**src/rtl/pwm_pkg.sv**
```systemverilog
// Shared types and helpers for the LED PWM link (generator, stepper, decoder).
package pwm_pkg;

    typedef enum logic [1:0] {
        SYNC    = 2'd0,
        MEASURE = 2'd1,
        STUCK   = 2'd2
    } dec_state_e;

    // Bits needed for a counter that must hold values 0..max_val inclusive.
    function automatic int unsigned cnt_width(input int unsigned max_val);
        return (max_val < 1) ? 1 : $clog2(max_val + 1);
    endfunction

endpackage

```
**src/rtl/sync_rise_detect.sv**
```systemverilog
// Two-flop synchronizer for an asynchronous input, plus a one-cycle rising-edge pulse.
module sync_rise_detect (
    input  logic clk,
    input  logic rst_n,
    input  logic d_i,
    output logic s_o,
    output logic rise_o
);

    logic meta_q;
    logic s_q;
    logic s_dly_q;

    always_ff @(posedge clk or negedge rst_n) begin
        if (!rst_n) begin
            meta_q  <= 1'b0;
            s_q     <= 1'b0;
            s_dly_q <= 1'b0;
        end else begin
            meta_q  <= d_i;
            s_q     <= meta_q;
            s_dly_q <= s_q;
        end
    end

    assign s_o    = s_q;
    assign rise_o = s_q & ~s_dly_q;

endmodule

```
**src/rtl/pwm_duty_decoder.sv**
```systemverilog
// Recovers the brightness word (high samples per rise-to-rise span) from a sampled PWM line,
// with timeout handling for stuck-at-0/1 lines and an off-nominal period flag.
module pwm_duty_decoder
    import pwm_pkg::*;
#(
    parameter int unsigned WIDTH   = 5,
    parameter int unsigned PERIOD  = 16,
    parameter int unsigned TIMEOUT = 32
) (
    input  logic             clk,
    input  logic             reset,
    input  logic             pwm_in,
    output logic [WIDTH-1:0] brightness,
    output logic             valid,
    output logic             locked,
    output logic             period_err
);

    localparam int unsigned      CW     = cnt_width(TIMEOUT);
    localparam logic [CW-1:0]    ONE_C  = CW'(1);
    localparam logic [CW-1:0]    PER_C  = CW'(PERIOD);
    localparam logic [CW-1:0]    TO_C   = CW'(TIMEOUT);
    localparam logic [WIDTH-1:0] FULL_B = WIDTH'(PERIOD);

    logic s;
    logic rise;

    sync_rise_detect u_sync (
        .clk    (clk),
        .rst_n  (reset),
        .d_i    (pwm_in),
        .s_o    (s),
        .rise_o (rise)
    );

    dec_state_e       state_q,  state_d;
    logic [CW-1:0]    per_q,    per_d;
    logic [CW-1:0]    hi_q,     hi_d;
    logic [WIDTH-1:0] bright_q, bright_d;
    logic             valid_q,  valid_d;
    logic             locked_q, locked_d;
    logic             perr_q,   perr_d;

    logic [CW-1:0]    per_inc;
    logic [CW-1:0]    hi_inc;
    logic [WIDTH-1:0] hi_clamped;
    logic [WIDTH-1:0] level_b;

    // Counters saturate at TIMEOUT so a long span can never alias to a short one.
    assign per_inc    = (per_q == TO_C) ? per_q : per_q + ONE_C;
    assign hi_inc     = (s && (hi_q != TO_C)) ? hi_q + ONE_C : hi_q;
    assign hi_clamped = (hi_q > PER_C) ? FULL_B : WIDTH'(hi_q);
    assign level_b    = s ? FULL_B : '0;

    always_comb begin
        state_d  = state_q;
        per_d    = per_q;
        hi_d     = hi_q;
        bright_d = bright_q;
        valid_d  = 1'b0;
        locked_d = locked_q;
        perr_d   = perr_q;

        unique case (state_q)
            SYNC: begin
                if (rise) begin
                    state_d = MEASURE;
                    per_d   = ONE_C;
                    hi_d    = ONE_C;
                end else if (per_q == TO_C) begin
                    state_d  = STUCK;
                    valid_d  = 1'b1;
                    bright_d = level_b;
                    perr_d   = 1'b0;
                    locked_d = 1'b1;
                    per_d    = ONE_C;
                    hi_d     = '0;
                end else begin
                    per_d = per_inc;
                end
            end

            MEASURE: begin
                // A rise on the same sample as the timeout still decodes normally.
                if (rise) begin
                    valid_d  = 1'b1;
                    bright_d = hi_clamped;
                    perr_d   = (per_q != PER_C);
                    locked_d = 1'b1;
                    per_d    = ONE_C;
                    hi_d     = ONE_C;
                end else if (per_q == TO_C) begin
                    state_d  = STUCK;
                    valid_d  = 1'b1;
                    bright_d = level_b;
                    perr_d   = 1'b0;
                    locked_d = 1'b1;
                    per_d    = ONE_C;
                    hi_d     = '0;
                end else begin
                    per_d = per_inc;
                    hi_d  = hi_inc;
                end
            end

            STUCK: begin
                // per_q doubles as the strobe cadence counter while the line is static.
                if (rise) begin
                    state_d = MEASURE;
                    per_d   = ONE_C;
                    hi_d    = ONE_C;
                end else if (per_q == PER_C) begin
                    valid_d  = 1'b1;
                    bright_d = level_b;
                    perr_d   = 1'b0;
                    locked_d = 1'b1;
                    per_d    = ONE_C;
                end else begin
                    per_d = per_inc;
                end
            end

            default: begin
                state_d = SYNC;
                per_d   = '0;
                hi_d    = '0;
            end
        endcase
    end

    always_ff @(posedge clk or negedge reset) begin
        if (!reset) begin
            state_q  <= SYNC;
            per_q    <= '0;
            hi_q     <= '0;
            bright_q <= '0;
            valid_q  <= 1'b0;
            locked_q <= 1'b0;
            perr_q   <= 1'b0;
        end else begin
            state_q  <= state_d;
            per_q    <= per_d;
            hi_q     <= hi_d;
            bright_q <= bright_d;
            valid_q  <= valid_d;
            locked_q <= locked_d;
            perr_q   <= perr_d;
        end
    end

    assign brightness = bright_q;
    assign valid      = valid_q;
    assign locked     = locked_q;
    assign period_err = perr_q;

endmodule

```
**config.mk**
```make
export PLATFORM = sky130hd
export DESIGN_NAME = pwm_duty_decoder
export DESIGN_NICKNAME = d
export VERILOG_FILES = /design/src/rtl/pwm_pkg.sv /design/src/rtl/sync_rise_detect.sv /design/src/rtl/pwm_duty_decoder.sv
export SDC_FILE = /design/constraint.sdc
export NUM_CORES = 1
export LEC_CHECK = 0
export BUFFER_PORTS_ARGS = -buffer_cell sky130_fd_sc_hd__clkbuf_2
export CAP_MARGIN = 40
export CORE_AREA = 2 2 55 57
export DETAILED_ROUTE_END_ITERATION = 10
export DIE_AREA = 0 0 57 59
export PLACE_DENSITY = 0.87
export SETUP_SLACK_MARGIN = 0.15
export SYNTH_ARGS = -nofsm -noshare
export SYNTH_HDL_FRONTEND = slang
export SYNTH_SLANG_ARGS = --single-unit
export TNS_END_PERCENT = 100
```
**constraint.sdc**
```tcl
create_clock -name clk -period 2.7 [get_ports clk]
set_clock_uncertainty 0.2 [all_clocks]
set_input_delay 0.135 -clock clk [delete_from_list [all_inputs] [get_ports clk]]
set_output_delay 0.135 -clock clk [all_outputs]
set_load 0.05 [all_outputs]
```
==> results.cfg <==
[power]
ir_drop_uv = 635
pwr-share-seq_pct = 38.0
switching_power_w = 0.000611
power.leakage_nw = 0.749
switching_share_pct = 44.9
clockPowerShare_pct = 12.7
comb_power_share_pct = 49.3
p_per_area_nw_per_um2 = 809
p_int_w = 0.000751

[sta]
slew_headroom_pct = 56.0
fmax_mhz = 432
worst_slack_ns = 0.384
setup_viol = 0
min_period_over_period_pct = 85.8
maxSlewViolCount = 0
finalSetupTns_ns = 0
hold_viol = 0
rsz0062_at_grt = no
tightest_slew_ns = 0.651
period_needed_ns = 2.32

[synth]
synth-seq-cells = 25
synthCells = 153
yosysMostFrequentCell = dfrtp_1
synthFlopType = dfrtp_1
synth_edf_count = 0
synth.distinct_cells = 50
ys_seq_area_share_pct = 40.1
syn_avg_cell_area_um2 = 10.2
synth_nets = 165
syn_area_um2 = 1560
netlist_top_cells_area = dfrtp_1 40%, ha_1 7.2%, inv_1 3.1%, a221o_2 2.9%, nor2_1 2.9%
ys_warn_count = 0
synth.top_cell.area_share_pct = 40.1
ys_async_sr_fraction_pct = 100
synth_top_area_cell = dfrtp_1
synth_top_cells_by_count = 25 x dfrtp_1, 13 x inv_1, 12 x nor2_1, 9 x ha_1, 8 x nand2_1

[critical_path]
crit_chain = inv_1 > ha_1 > and3b_1 > nand3_1 > a2111oi_2 > a22o_1
crit_path_max_incr_delay_ns = 0.48
crit_type = register to register
crit_fanout = 10
worstPathArrival_ns = 2.38
cp_top_family = compound AO/OA/AOI/OAI gates
crit_buf_inv = 1
r2r-start = state_q[1]
crit_path_top_delay_cell = a2111oi_2
startpoint = state_q[1]
endpoint_kind = register
critPathLaunchType = register
crit_required_ns = 2.77

[global_routing]
gr-total-overflow = 0
met2_usage_pct = 36.8
grt_pass1_vias = 1304
antenna_found_initial = 0
grt_max_degree = 26
grtUsageTotal_pct = 21.7
grt_pass1_wl_um = 5710
busiest_layer = met2
grtUsageMet1_pct = 27.9
gr-usage-met3_pct = 3.28

[hold_path]
hp-class = primary input to async pin

[floorplanning]
core_um2 = 2710
die_h_um = 59
die_w_um = 57
num_rows = 19
start_util_pct = 57.5
die_area_um2 = 3360
io_pins = 11

[finish]
instances_no_fill = 197
layout.nets = 179
area_growth_syn_to_layout_pct = 8.03
n_antenna_cell = 0
nFillCells = 220
drive_above_1_share_pct = 21.1

[drt]
vias = 1306
routed_wl_um = 3350
ant_nets = 0
routed_via_density = 6.63
drt-pass1-iter-count = 4
wire_per_inst_um = 17.0
drt_iter0_drc = 67
drc = 0

[clock_tree]
cts_hold_buf = 2
cts.sinks = 25
insertion_delay_ns = 0.33
post_cts_buffers = 0
cts_buffers = 3
cts_resized = 0
clk_path_buf_depth = 2
cts_tree = done
h-tree-depth = 1
cts-root-buf = clkbuf_4
clk_pin_slew_worst_paths_ns = 0.14

[placement]
io_buffer_count = 10
gp_congestion = 0.898
dp.cells = 191
place_ws_ns = 0.395
dp_hpwl_um = 2360

[status]
status = completed

[job]
maxCapViolations = 0
layout by cell type (no fill, tap or decap), types with 3 or more instances in the layout:
cell / n
dfrtp_1: 25
inv_1: 13
nor2_1: 12
clkbuf_2: 10
ha_1: 9
nand2_1: 8
a21oi_1: 7
nand3_1: 6
o21ai_0: 5
nor2b_1: 4
a221o_2: 4
o211ai_1: 4
xnor2_1: 3
a22o_1: 3
a211oi_1: 3
and3_2: 3
clkbuf_4: 3
power by group through the flow:
stage / logic [W] / registers [W] / clock network (W)
after floorplan: 0.000427 / 0.000605 / 0
after global placement: 0.000634 / 0.000524 / 0
after detailed placement: 0.000656 / 0.000526 / 0
after CTS: 0.000664 / 0.000518 / 0.000183
after global routing: 0.000726 / 0.000534 / 0.000197
final: 0.000672 / 0.000518 / 0.000172
through the flow:
step                utilization [%]  instance area [um^2]  total power (W)  hold slack [ns]
finish                         62.1                  1680          0.00136            0.118
global route                   62.1                  1680          0.00146            0.163
CTS                            62.1                  1680          0.00137            0.127
detailed placement             60.3                  1630          0.00118          -0.0200
global placement               60.3                  1630          0.00116          -0.0445
floorplan                         -                  1560          0.00103           -0.361
state kept, by name (all words and copies together), names as in the netlist:
name / flops
u_sync.s_o: 1
u_sync.meta_q: 1
per_q: 6
state_q: 2
brightness: 5
valid: 1
u_sync.s_dly_q: 1
hi_q: 6
period_err: 1
locked: 1
path summary, 6_finish.rpt:
check                           slack (ns)  depth (start not counted)             to
min in group clk                      0.17                          0     u_sync.s_o
worst min register to register        0.17                          0     u_sync.s_o
max in group asynchronous             1.79                          2        hi_q[0]
worst max-delay path                  0.38                          6  brightness[3]
worst max register to register        0.38                          6  brightness[3]
worst min-delay path                  0.12                          2       per_q[2]
cells by family (layout without fill, tap and decap cells):
group                      count (synthesis)  in the layout  share of synthesized area (%)
adders and majority gates                  9              9                           7.22
and+or+nand+nor                           49             49                           18.5
DFF                                       25             25                           40.1
xor gates and xnor gates                   4              4                           2.25
AOI/OAI and AO/OA                         46             46                           25.6
muxes                                      2              2                           1.28
buffers and inverters                     18             31                           4.98
final cells by class:
cell class              instances  area [um^2]  area share, %
clock inverters                 1         7.51          0.446
flip-flops and latches         25          626           37.1
repair buffers                 14         85.1           5.05
well taps                      31         38.8           2.30
clock buffers                   3         22.5           1.34
inverters                      13         48.8           2.90
multi-input cells             110          856           50.8
per-layer routing:
layer  vias to the layer above  wire length, um
met5                         -                0
met4                         0               50
met3                         7              242
met2                        73             1640
met1                       630             1420
li1                        596                -
(Power assumes the default switching activity.)
